**src/rtl/fetch_stage.sv**
```systemverilog
`default_nettype none
// =============================================================================
// fetch_stage : in-order instruction fetch with a DEPTH-entry buffer, credit-
//               limited outstanding requests and redirect/flush handling.
// Revision    : 1.0
// =============================================================================
module fetch_stage #(
  parameter logic [31:0] RESET_PC = 32'h0000_0000,
  parameter int          DEPTH    = 2,
  parameter logic [31:0] NOP      = 32'h0000_0013
) (
  input  logic        clk,
  input  logic        reset,
  input  logic        EN,
  input  logic        Redirect,
  input  logic [31:0] RedirectPC,
  output logic        imem_req_valid,
  input  logic        imem_req_ready,
  output logic [31:0] imem_addr,
  input  logic        imem_resp_valid,
  input  logic [31:0] imem_resp_data,
  output logic [31:0] Instr,
  output logic [31:0] PC,
  output logic [31:0] PC_plus_4,
  output logic        InstrValid
);

  localparam int             CW      = 3;
  localparam int             PW      = (DEPTH > 1) ? $clog2(DEPTH) : 1;
  localparam int             SLOTS   = 1 << PW;
  localparam logic [CW-1:0]  DEPTH_C = CW'(DEPTH);
  localparam logic [PW-1:0]  LAST_C  = PW'(DEPTH - 1);

  logic [31:0]   fpc;
  logic [CW-1:0] count;
  logic [CW-1:0] inflight;
  logic [CW-1:0] drop;
  logic [PW-1:0] rd_ptr;
  logic [PW-1:0] wr_ptr;
  logic [31:0]   buf_instr [SLOTS];
  logic [31:0]   buf_pc    [SLOTS];

  logic [CW-1:0] live;
  logic [CW:0]   credit_use;
  logic [CW-1:0] inflight_after_resp;
  logic [31:0]   live_pc;
  logic          handshake;
  logic          resp_any;
  logic          resp_drop;
  logic          push;
  logic          pop;

  function automatic logic [PW-1:0] next_ptr(input logic [PW-1:0] p);
    return (p == LAST_C) ? '0 : p + PW'(1);
  endfunction

  assign live                = inflight - drop;
  assign credit_use          = {1'b0, live} + {1'b0, count};
  assign imem_req_valid      = !Redirect && (inflight < DEPTH_C) && (credit_use < {1'b0, DEPTH_C});
  assign imem_addr           = fpc;
  assign handshake           = imem_req_valid && imem_req_ready;
  assign resp_any            = imem_resp_valid && (inflight != '0);
  assign resp_drop           = resp_any && (drop != '0);
  assign push                = resp_any && (drop == '0) && !Redirect;
  assign pop                 = EN && InstrValid && !Redirect;
  assign inflight_after_resp = inflight - {{(CW-1){1'b0}}, resp_any};

  // Live requests since the last redirect are consecutive words ending just below fpc.
  assign live_pc = fpc - {27'b0, live, 2'b00};

  assign InstrValid = (count != '0);
  assign Instr      = InstrValid ? buf_instr[rd_ptr] : NOP;
  assign PC         = InstrValid ? buf_pc[rd_ptr] : 32'h0;
  assign PC_plus_4  = InstrValid ? buf_pc[rd_ptr] + 32'd4 : 32'h0;

  always_ff @(posedge clk or posedge reset) begin
    if (reset) begin
      fpc      <= RESET_PC & 32'hFFFF_FFFC;
      count    <= '0;
      inflight <= '0;
      drop     <= '0;
      rd_ptr   <= '0;
      wr_ptr   <= '0;
    end else if (Redirect) begin
      fpc      <= RedirectPC & 32'hFFFF_FFFC;
      count    <= '0;
      rd_ptr   <= wr_ptr;
      inflight <= inflight_after_resp;
      drop     <= inflight_after_resp;
    end else begin
      if (handshake) fpc <= fpc + 32'd4;
      inflight <= inflight_after_resp + {{(CW-1){1'b0}}, handshake};
      if (resp_drop) drop <= drop - CW'(1);
      if (push) wr_ptr <= next_ptr(wr_ptr);
      if (pop) rd_ptr <= next_ptr(rd_ptr);
      if (push && !pop) begin
        count <= count + CW'(1);
      end else if (pop && !push) begin
        count <= count - CW'(1);
      end
    end
  end

  // Buffer storage carries no reset; count gates every read.
  always_ff @(posedge clk) begin
    if (push) begin
      buf_instr[wr_ptr] <= imem_resp_data;
      buf_pc[wr_ptr]    <= live_pc;
    end
  end

endmodule
`default_nettype wire
```
**config.mk**
```make
export PLATFORM = sky130hd
export DESIGN_NAME = fetch_stage
export DESIGN_NICKNAME = d
export VERILOG_FILES = /design/src/rtl/fetch_stage.sv
export SDC_FILE = /design/constraint.sdc
export NUM_CORES = 1
export LEC_CHECK = 0
export ABC_CLOCK_PERIOD_IN_PS = 12300
export BUFFER_PORTS_ARGS = -buffer_cell sky130_fd_sc_hd__buf_2
export CAP_MARGIN = 20
export CORE_MARGIN = 2
export CORE_UTILIZATION = 40
export CTS_CLUSTER_DIAMETER = 40
export CTS_CLUSTER_SIZE = 24
export DETAILED_ROUTE_END_ITERATION = 7
export GPL_ROUTABILITY_DRIVEN = 0
export HOLD_SLACK_MARGIN = 0.06
export PLACE_DENSITY_LB_ADDON = 0.08
export SYNTH_ARGS = -nofsm -noshare
export SYNTH_HDL_FRONTEND = slang
export SYNTH_SLANG_ARGS = --single-unit
export TNS_END_PERCENT = 10
```
**constraint.sdc**
```tcl
create_clock -name clk -period 12.3 [get_ports clk]
set_input_delay 1.845 -clock clk [delete_from_list [all_inputs] [get_ports clk]]
set_output_delay 1.845 -clock clk [all_outputs]
set_load 0.1 [all_outputs]
```
==> flow_summary_export.csv, run 1 <==
group,metric,value,unit
clocking,clock-sinks,165,
setup_path,critical_path.reg2reg.startpoint,"inflight[0]$_DFF_PP0_",
global_routing,via_count_of_the_first_global_routing_pass,6511,
clocking,ctsRootBufferMaster,"sky130_fd_sc_hd__clkbuf_16",
routing,drt_first_iter_violations,413,
synth,mappedNetlistArea,9120,sq um
synth,synth_top_cells_by_area,"sky130_fd_sc_hd__edfxtp_1 41%, sky130_fd_sc_hd__dfrtp_1 11%, sky130_fd_sc_hd__mux2i_1 6.5%, sky130_fd_sc_hd__nor2_1 4.3%, sky130_fd_sc_hd__xnor2_1 3.5%",
setup_path,cp.arrival,3.98,ns
sta,slew_viol_final,0,
routing,dr.pass1.iters,4,
setup_path,critPathKind,"reg2out",
global_routing,use_met3,4.26,%
setup_path,setup.reg_to_reg.worst_slack,7.72,ns
setup_path,worst-endpoint-required,10.45,ns
layout,number_of_antenna_repair_diodes,0,
run_status,run_status,"completed",
placement,port-buffer-count,191,
synth,syn_area_per_cell,11.2,sq um
setup_path,setup.worst_path.end_class,"output port",
routing,detail-route-antenna-nets,0,
die,starting_density,40.5,%
die,std_cell_rows,55,
global_routing,grt_overflow,0,
clocking,hold_fix_buffer_count_after_cts,0,
synth,synth_common_cells,"124 x sky130_fd_sc_hd__edfxtp_1, 104 x sky130_fd_sc_hd__nor2_1, 60 x sky130_fd_sc_hd__nand2_1",
die,fp.dieW,155,um
global_routing,grt_antenna_before_repair,0,
synth,ys_warn_count,0,
clocking,path_clk_slew,0.07,ns
routing,viasPerCell,5.32,
synth,number_of_synthesized_flops_with_an_enable_pin,124,
routing,drt_drc_violations_left,0,
routing,wl_per_cell,17.5,um
global_routing,globalRouteMet2Util,28.2,%
sta,final-hold-violation-count,0,
layout,syn_to_final_growth,18.8,%
global_routing,gr-max-usage-layer,"met2",
routing,vias,6843,
routing,drt_wl_total,22500,um
sta,setup_viol,0,
clocking,tritoncts.num_buffers,17,
worst_hold_path,min_delay_path_depth,1,
clocking,tritoncts,"done",
worst_hold_path,whs_endpoint,"wr_ptr$_DFFE_PP0P_",
setup_path,crit-reg2reg-capture,"inflight[2]$_DFF_PP0_",
clocking,post_cts_repair_setup_buffers,0,
synth,synth_seq_area_share,52.1,%
flow_run,drv_cap,0,
synth,post_synth_num_cell_types,76,
die,io-pin-count,200,
setup_path,start_kind,"register",
placement,place.detailed.instances,1255,
synth,share_of_the_synthesized_area_in_the_top_cell_type,40.8,%
placement,dp_hpwl,15900,um
worst_hold_path,worst_hold_startpoint,"wr_ptr$_DFFE_PP0P_",
synth,synth_top_flop_cell,"sky130_fd_sc_hd__edfxtp_1",
sta,setup_repair_after_global_routing_missed_its_margin,"no",
sta,finalSetupTns,0,ns
sta,layout_worst_path_cycle_share,47.3,%
die,core_region_area,22500,sq um
synth,synth.most_common_cell,"sky130_fd_sc_hd__edfxtp_1",
clocking,max-clock-path-buffers,2,
global_routing,grt_use_met1,27.9,%
synth,synth-seq-cells,165,
global_routing,grt_pass1_wl,35600,um
sta,fmax,172,MHz
sta,finalCriticalPeriod,5.82,ns
die,fp.dieArea,24000,sq um
layout,post_layout_nonfiller_instances,1287,
global_routing,track_usage,18.9,%
clocking,cts_htree_levels,4,
sta,normalized_max_slew_margin,42.4,%
worst_hold_path,timing.hold.worst.class,"reg2reg",
synth,synthCells,816,
layout,fraction_of_final_layout_cells_sized_beyond_drive_strength_1,26.9,%
synth,yosys.area.top_type,"sky130_fd_sc_hd__edfxtp_1",
sta,worst_slew_pin_slew,0.864,ns
clocking,clkLatencyLatePin,0.43,ns
synth,ffs_w_async_s_r_synth,24.8,%
global_routing,grt_max_degree,75,
sta,skew,0.0130,ns
clocking,postCtsResizedCells,0,
layout,num-nets-final,1077,
setup_path,critical_path_peak_fanout,49,
die,floorplan.die.height,155,um
setup_path,rr_worst_depth,14,
[per-layer routing]
layer	vias up	routed length, um
li1	3340	-
met1	3249	11100
met2	240	9700
met3	14	1530
met4	0	178
met5	-	0
[worst max-delay path: stages, from the launching register on]
cell	delay, ns
sky130_fd_sc_hd__dfrtp_4	0.93
sky130_fd_sc_hd__buf_4	0.63
sky130_fd_sc_hd__nand4_2	0.24
sky130_fd_sc_hd__a221oi_4	0.46
sky130_fd_sc_hd__nand4_4	0.20
sky130_fd_sc_hd__or4_1	0.56
sky130_fd_sc_hd__nand2_1	0.07
sky130_fd_sc_hd__buf_2	0.42
[state kept, by name (all words and copies together) (netlist names)]
register,count
buf_instr,64
buf_pc,60
count,3
drop,3
imem_addr,30
inflight,3
rd_ptr,1
wr_ptr,1
[worst max-delay path by stage]
stage,from,endpoint,depth (start not counted)
floorplan,rd_ptr$_DFFE_PP0P_,PC_plus_4[31],6
global placement,rd_ptr$_DFFE_PP0P_,PC_plus_4[27],7
detailed placement,rd_ptr$_DFFE_PP0P_,PC_plus_4[27],7
CTS,rd_ptr$_DFFE_PP0P_,PC_plus_4[27],7
global route,rd_ptr$_DFFE_PP0P_,PC_plus_4[27],7
finish,rd_ptr$_DFFE_PP0P_,PC_plus_4[27],7
[per-stage QoR]
stage	worst slack [ns]	utilization, %	area (sq um)	hold slack, ns
2_1_floorplan	5.91	-	9140	0.488
3_3_place_gp	6.89	45.6	10300	0.569
3_5_place_dp	6.87	45.6	10300	0.564
4_1_cts	6.39	48.2	10800	0.579
5_1_grt	6.19	48.2	10800	0.597
6_report	6.48	48.2	10800	0.574
[area by class of cell]
cell class / count / area (sq um)
fillers: 2114 / 11700
well taps: 285 / 357
repair buffers: 198 / 1010
clock inverters: 15 / 150
inverters: 33 / 124
multi-input cells: 574 / 4020
flip-flops and latches: 165 / 4750
clock buffers: 17 / 425
[logic make-up after synthesis]
kind of cell	count (synthesis)	synth area share (%)
flops	165	52.1
compound gates	122	9.81
other cells	1	0.0411
fa+ha+maj	18	2.80
buf+inv	82	4.27
xor+xnor	53	5.09
mux	67	7.47
simple gates	308	18.4
[cells in the final DEF, fill, tap and decap left out, types with 8 or more instances in the layout]
master and count:
sky130_fd_sc_hd__o21ai_0 34, sky130_fd_sc_hd__inv_1 31, sky130_fd_sc_hd__mux2i_1 59, sky130_fd_sc_hd__o31ai_1 14
sky130_fd_sc_hd__nor2_1 102, sky130_fd_sc_hd__nor3_1 21, sky130_fd_sc_hd__nand4_1 13, sky130_fd_sc_hd__a21o_1 9
sky130_fd_sc_hd__mux2_2 8, sky130_fd_sc_hd__ha_1 14, sky130_fd_sc_hd__clkbuf_16 17, sky130_fd_sc_hd__dfrtp_1 40
sky130_fd_sc_hd__nand3_1 29, sky130_fd_sc_hd__or3_1 8, sky130_fd_sc_hd__edfxtp_1 124, sky130_fd_sc_hd__xor2_1 17
sky130_fd_sc_hd__a21oi_1 16, sky130_fd_sc_hd__nand2_1 60, sky130_fd_sc_hd__buf_2 191, sky130_fd_sc_hd__a221o_1 15
sky130_fd_sc_hd__nor4_1 9, sky130_fd_sc_hd__xnor2_1 36
Power of run 1 is not shown: default switching activity piles up to over one toggle a cycle in this logic, so the estimate is an artifact.
==> run 2, diff against run 1 <==
Settings changed: ABC_CLOCK_PERIOD_IN_PS 12300 to 4900.
Clock period 12.3 ns to 4.9 ns, I/O delays scaled along.
==> flow_summary_export.csv, run 2 (synthesis results as in run 1) <==
group,metric,value,unit
sta,final-hold-violation-count,0,
clocking,tritoncts,"done",
die,fp.dieArea,24000,sq um
sta,worst_slew_pin_slew,0.847,ns
setup_path,crit_chain,"mux2_2 -> ha_1 -> inv_1 -> a211oi_2 -> nand4_2 -> o31ai_1 -> buf_2",
clocking,ctsRootBufferMaster,"sky130_fd_sc_hd__clkbuf_16",
sta,skew,0.0149,ns
clocking,cts_htree_levels,4,
placement,placed_cell_area,10300,sq um
layout,num-nets-final,1081,
clocking,post_cts_repair_setup_buffers,0,
setup_path,critPathKind,"reg2out",
run_status,run_status,"completed",
setup_path,timing.critical_path.from,"rd_ptr$_DFFE_PP0P_",
routing,drt_wl_total,22600,um
routing,drt_drc_violations_left,0,
routing,routedLengthMet1,11100,um
die,io-pin-count,200,
layout,fraction_of_final_layout_cells_sized_beyond_drive_strength_1,27.3,%
layout,max_flop_register,"buf_instr",
sta,worst_hold_margin,0.373,ns
die,floorplan.die.height,155,um
placement,place.detailed.instances,1259,
routing,met3RoutedLength,1270,um
die,starting_density,40.5,%
global_routing,grt_pass1_wl,35400,um
setup_path,slowest_stage_cell_on_the_critical_path,"sky130_fd_sc_hd__dfrtp_4",
die,std_cell_rows,55,
layout,flip_flop_count_of_the_largest_register_after_layout,64,
setup_path,setup.worst_path.end_class,"output port",
placement,pre_cts_slack,1.03,ns
global_routing,grt_antenna_before_repair,0,
routing,viasPerCell,5.27,
global_routing,grt_overflow,0,
setup_path,critical_path.reg2reg.startpoint,"inflight[0]$_DFF_PP0_",
clocking,tritoncts.num_buffers,17,
clocking,clock-sinks,165,
placement,dp_hpwl,16300,um
routing,drt_first_iter_violations,405,
sta,layout_worst_path_cycle_share,87.9,%
sta,final_critical_path_setup_slack,0.594,ns
setup_path,cp_num_buf_inv,2,
clocking,path_clk_slew,0.07,ns
setup_path,worst-endpoint-required,4.16,ns
sta,setup_repair_after_global_routing_missed_its_margin,"no",
worst_hold_path,timing.hold.worst.class,"in2async",
die,core_region_area,22500,sq um
routing,dr.pass1.iters,5,
sta,setup_viol,0,
layout,post_layout_nonfiller_instances,1291,
setup_path,start_kind,"register",
global_routing,grt_max_degree,75,
setup_path,critical_path_peak_fanout,55,
layout,final_cell_mix,"191 x sky130_fd_sc_hd__buf_2, 124 x sky130_fd_sc_hd__edfxtp_1, 102 x sky130_fd_sc_hd__nor2_1",
routing,wl_per_cell,17.5,um
sta,normalized_max_slew_margin,43.5,%
flow_run,drv_cap,0,
routing,detail-route-antenna-nets,0,
sta,slew_viol_final,0,
layout,number_of_antenna_repair_diodes,0,
global_routing,via_count_of_the_first_global_routing_pass,6514,
die,fp.dieW,155,um
routing,met2_length,10000,um
setup_path,cp.arrival,3.57,ns
layout,syn_to_final_growth,19.7,%
clocking,postCtsResizedCells,0,
clocking,clkLatencyLatePin,0.43,ns
sta,finalCriticalPeriod,4.31,ns
placement,port-buffer-count,191,
routing,vias,6805,
layout,most_common_cell_after_layout_fill_and_taps_aside,"sky130_fd_sc_hd__buf_2",
global_routing,track_usage,18.8,%
routing,top_signal_layer_used,"met4",
clocking,max-clock-path-buffers,2,
layout,design_area,10900,sq um
setup_path,slowest_delay,0.92,ns
sta,fmax,232,MHz
setup_path,critPathTopFamily,"flip-flops",
clocking,hold_fix_buffer_count_after_cts,0,
## run 2: worst paths after layout
| check | to | depth (start not counted) | slack (ns) |
|---|---|---|---|
| setup / recovery | PC_plus_4[22] | 7 | 0.59 |
| hold / removal | imem_addr[3]$_DFFE_PP0P_ | 2 | 0.37 |
| setup reg to reg | imem_addr[27]$_DFFE_PP0P_ | 11 | 1.41 |
| hold reg to reg | wr_ptr$_DFFE_PP0P_ | 1 | 0.58 |
| max in group asynchronous | imem_addr[22]$_DFFE_PP0P_ | 4 | 3.73 |
| min in group clk | buf_instr[1][22]$_DFFE_PP_ | 1 | 0.49 |
## run 2: worst register-to-register path, stage by stage, from the launching register on
cell and delay (ns):
sky130_fd_sc_hd__dfrtp_1 0.38, sky130_fd_sc_hd__inv_1 0.08, sky130_fd_sc_hd__ha_1 0.14, sky130_fd_sc_hd__inv_1 0.04
sky130_fd_sc_hd__fa_1 0.51, sky130_fd_sc_hd__inv_1 0.11, sky130_fd_sc_hd__fa_1 0.41, sky130_fd_sc_hd__nor2_1 0.17
sky130_fd_sc_hd__a31oi_2 0.23, sky130_fd_sc_hd__or3_1 0.57, sky130_fd_sc_hd__or3_1 0.42, sky130_fd_sc_hd__a221o_1 0.31
## run 2: through the flow
stage | utilization (%) | setup TNS (ns)
floorplan | - | -0.826
global placement | 45.7 | 0
detailed placement | 45.8 | 0
CTS | 48.5 | 0
global route | 48.5 | 0
finish | 48.5 | 0
## run 2: layout make-up
cell class | instances | area [sq um]
inverter | 33 | 124
tap | 285 | 357
fill | 2112 | 11600
clock inverter | 15 | 170
sequential | 165 | 4750
timing repair buffer | 202 | 1060
multi-input combinational | 574 | 4030
clock buffer | 17 | 425
## run 2: routing by layer
metal	vias up	global-route usage, %
li1	3348	-
met1	3241	27.2
met2	202	29.1
met3	14	4.09
met4	0	3.92
met5	-	0
Power of run 2 is left out for the same reason.
==> run 3, diff against run 2 <==
Settings changed: CELL_PAD_IN_SITES_DETAIL_PLACEMENT set to 1, CELL_PAD_IN_SITES_GLOBAL_PLACEMENT set to 2, CORE_UTILIZATION 40 to 32.
==> flow_summary_export.csv, run 3 (synthesis results as in run 1) <==
group,metric,value,unit
clocking,hold_fix_buffer_count_after_cts,0,
global_routing,grt_pass1_wl,40800,um
die,starting_density,32.6,%
sta,worst_hold_margin,0.460,ns
die,fp.dieArea,29900,sq um
layout,fraction_of_final_layout_cells_sized_beyond_drive_strength_1,27.6,%
routing,vias,6813,
sta,finalCriticalPeriod,4.08,ns
routing,detail-route-antenna-nets,0,
die,io-pin-count,200,
clocking,post_cts_repair_setup_buffers,0,
placement,port-buffer-count,191,
sta,normalized_max_slew_margin,43.4,%
setup_path,cp_num_buf_inv,2,
die,std_cell_rows,61,
routing,wl_per_cell,18.5,um
run_status,run_status,"completed",
sta,skew,0.0143,ns
setup_path,critical-path-top-cell-by-count,"sky130_fd_sc_hd__nand4_1",
global_routing,grt_antenna_before_repair,0,
setup_path,start_kind,"register",
global_routing,grt_max_degree,75,
setup_path,critPathTopFamily,"buffers and inverters",
clocking,ctsRootBufferMaster,"sky130_fd_sc_hd__clkbuf_16",
routing,drt_first_iter_violations,335,
layout,syn_to_final_growth,21.0,%
setup_path,slowest_stage_cell_on_the_critical_path,"sky130_fd_sc_hd__dfrtp_4",
sta,worst_slew_pin_slew,0.849,ns
global_routing,grt_overflow,0,
setup_path,critPathKind,"reg2out",
clocking,postCtsResizedCells,0,
clocking,tritoncts.num_buffers,17,
sta,setup_repair_after_global_routing_missed_its_margin,"no",
clocking,max-clock-path-buffers,2,
clocking,path_clk_slew,0.07,ns
layout,max_flop_register,"buf_instr",
setup_path,setup.worst_path.end_class,"output port",
die,floorplan.die.height,173,um
setup_path,worst-endpoint-required,4.16,ns
die,fp.dieW,173,um
placement,pre_cts_slack,1.25,ns
layout,num-nets-final,1085,
clocking,clock-sinks,165,
layout,register_area,4750,sq um
layout,most_common_cell_after_layout_fill_and_taps_aside,"sky130_fd_sc_hd__buf_2",
global_routing,via_count_of_the_first_global_routing_pass,6971,
layout,area_of_combinational_cells_with_multiple_inputs,4030,sq um
flow_run,drv_cap,0,
layout,final_core_utilization,39.5,%
setup_path,critical_path_peak_fanout,51,
placement,dp_hpwl,19100,um
clocking,cts_htree_levels,4,
clocking,tritoncts,"done",
worst_hold_path,timing.hold.worst.class,"in2async",
sta,setup_viol,0,
sta,slew_viol_final,0,
clocking,clkLatencyLatePin,0.43,ns
routing,dr.pass1.iters,5,
routing,drt_wl_total,25700,um
routing,viasPerCell,4.91,
die,core_region_area,27900,sq um
setup_path,cp.arrival,3.34,ns
sta,final_critical_path_setup_slack,0.823,ns
layout,number_of_antenna_repair_diodes,0,
layout,flip_flop_count_of_the_largest_register_after_layout,64,
global_routing,track_usage,17.2,%
sta,fmax,245,MHz
routing,drt_drc_violations_left,0,
sta,layout_worst_path_cycle_share,83.2,%
layout,fillerInstances,3129,
sta,final-hold-violation-count,0,
setup_path,slowest_delay,0.83,ns
layout,final_cell_mix,"191 x sky130_fd_sc_hd__buf_2, 124 x sky130_fd_sc_hd__edfxtp_1, 102 x sky130_fd_sc_hd__nor2_1",
setup_path,crit_chain,"buf_4 -> nand4_1 -> a211oi_1 -> nand4_1 -> o41ai_2 -> buf_2",
[run 3: cell types whose count changed in the layout (fill, tap and decap cells not counted)]
cell	change
sky130_fd_sc_hd__inv_6	+2
sky130_fd_sc_hd__inv_8	-6
sky130_fd_sc_hd__clkinvlp_4	+1
sky130_fd_sc_hd__clkinv_2	+1
sky130_fd_sc_hd__buf_16	-1
sky130_fd_sc_hd__bufinv_16	+1
sky130_fd_sc_hd__buf_4	+5
[run 3: final cells by class]
class                           instances  share of cell area, %
Multi-Input combinational cell        574                   36.5
Clock buffer                           17                   3.86
Sequential cell                       165                   43.1
Timing Repair Buffer                  206                   9.69
Inverter                               33                   1.12
Clock inverter                         14                   1.47
Tap cell                              378                   4.29
[run 3: metrics by stage]
| stage | cell area (sq um) | setup TNS (ns) | std cells |
|---|---|---|---|
| after floorplan | 9140 | -0.826 | 821 |
| after global placement | 10400 | 0 | 1356 |
| after detailed placement | 10400 | 0 | 1356 |
| after CTS | 11000 | 0 | 1387 |
| after global routing | 11000 | 0 | 1387 |
| final | 11000 | 0 | 1387 |
[run 3: routing by layer]
metal	routed length (um)	global-route usage [%]	part of all wire [%]
met5	0	0	0
met4	244	4.06	0.95
met3	1180	3.10	4.6
met2	10900	25.6	43
met1	13300	26.0	52
[run 3: worst reg2reg max path, cell delays in order (launching register included)]
cell                       delay [ns]
sky130_fd_sc_hd__dfrtp_1         0.38
sky130_fd_sc_hd__inv_1           0.09
sky130_fd_sc_hd__ha_1            0.15
sky130_fd_sc_hd__inv_1           0.04
sky130_fd_sc_hd__fa_1            0.50
sky130_fd_sc_hd__inv_1           0.11
sky130_fd_sc_hd__fa_1            0.56
sky130_fd_sc_hd__and4_1          0.26
sky130_fd_sc_hd__nand2_1         0.49
sky130_fd_sc_hd__clkinv_1        0.20
sky130_fd_sc_hd__buf_4           0.26
sky130_fd_sc_hd__a21o_1          0.19
sky130_fd_sc_hd__a221o_1         0.29
[run 3: worst paths after layout]
kind                                               to             startpoint  slack, ns  cells past startpoint
min                             inflight[1]$_DFF_PP0_                  reset       0.46                      3
max in group asynchronous          rd_ptr$_DFFE_PP0P_                  reset       3.97                      3
min reg2reg                        wr_ptr$_DFFE_PP0P_     wr_ptr$_DFFE_PP0P_       0.57                      1
min in group clk           buf_instr[0][29]$_DFFE_PP_     imem_resp_data[29]       0.49                      1
max                                     PC_plus_4[31]     rd_ptr$_DFFE_PP0P_       0.82                      6
max reg2reg                 imem_addr[28]$_DFFE_PP0P_  inflight[0]$_DFF_PP0_       1.28                     12
Power of run 3 is left out for the same reason.
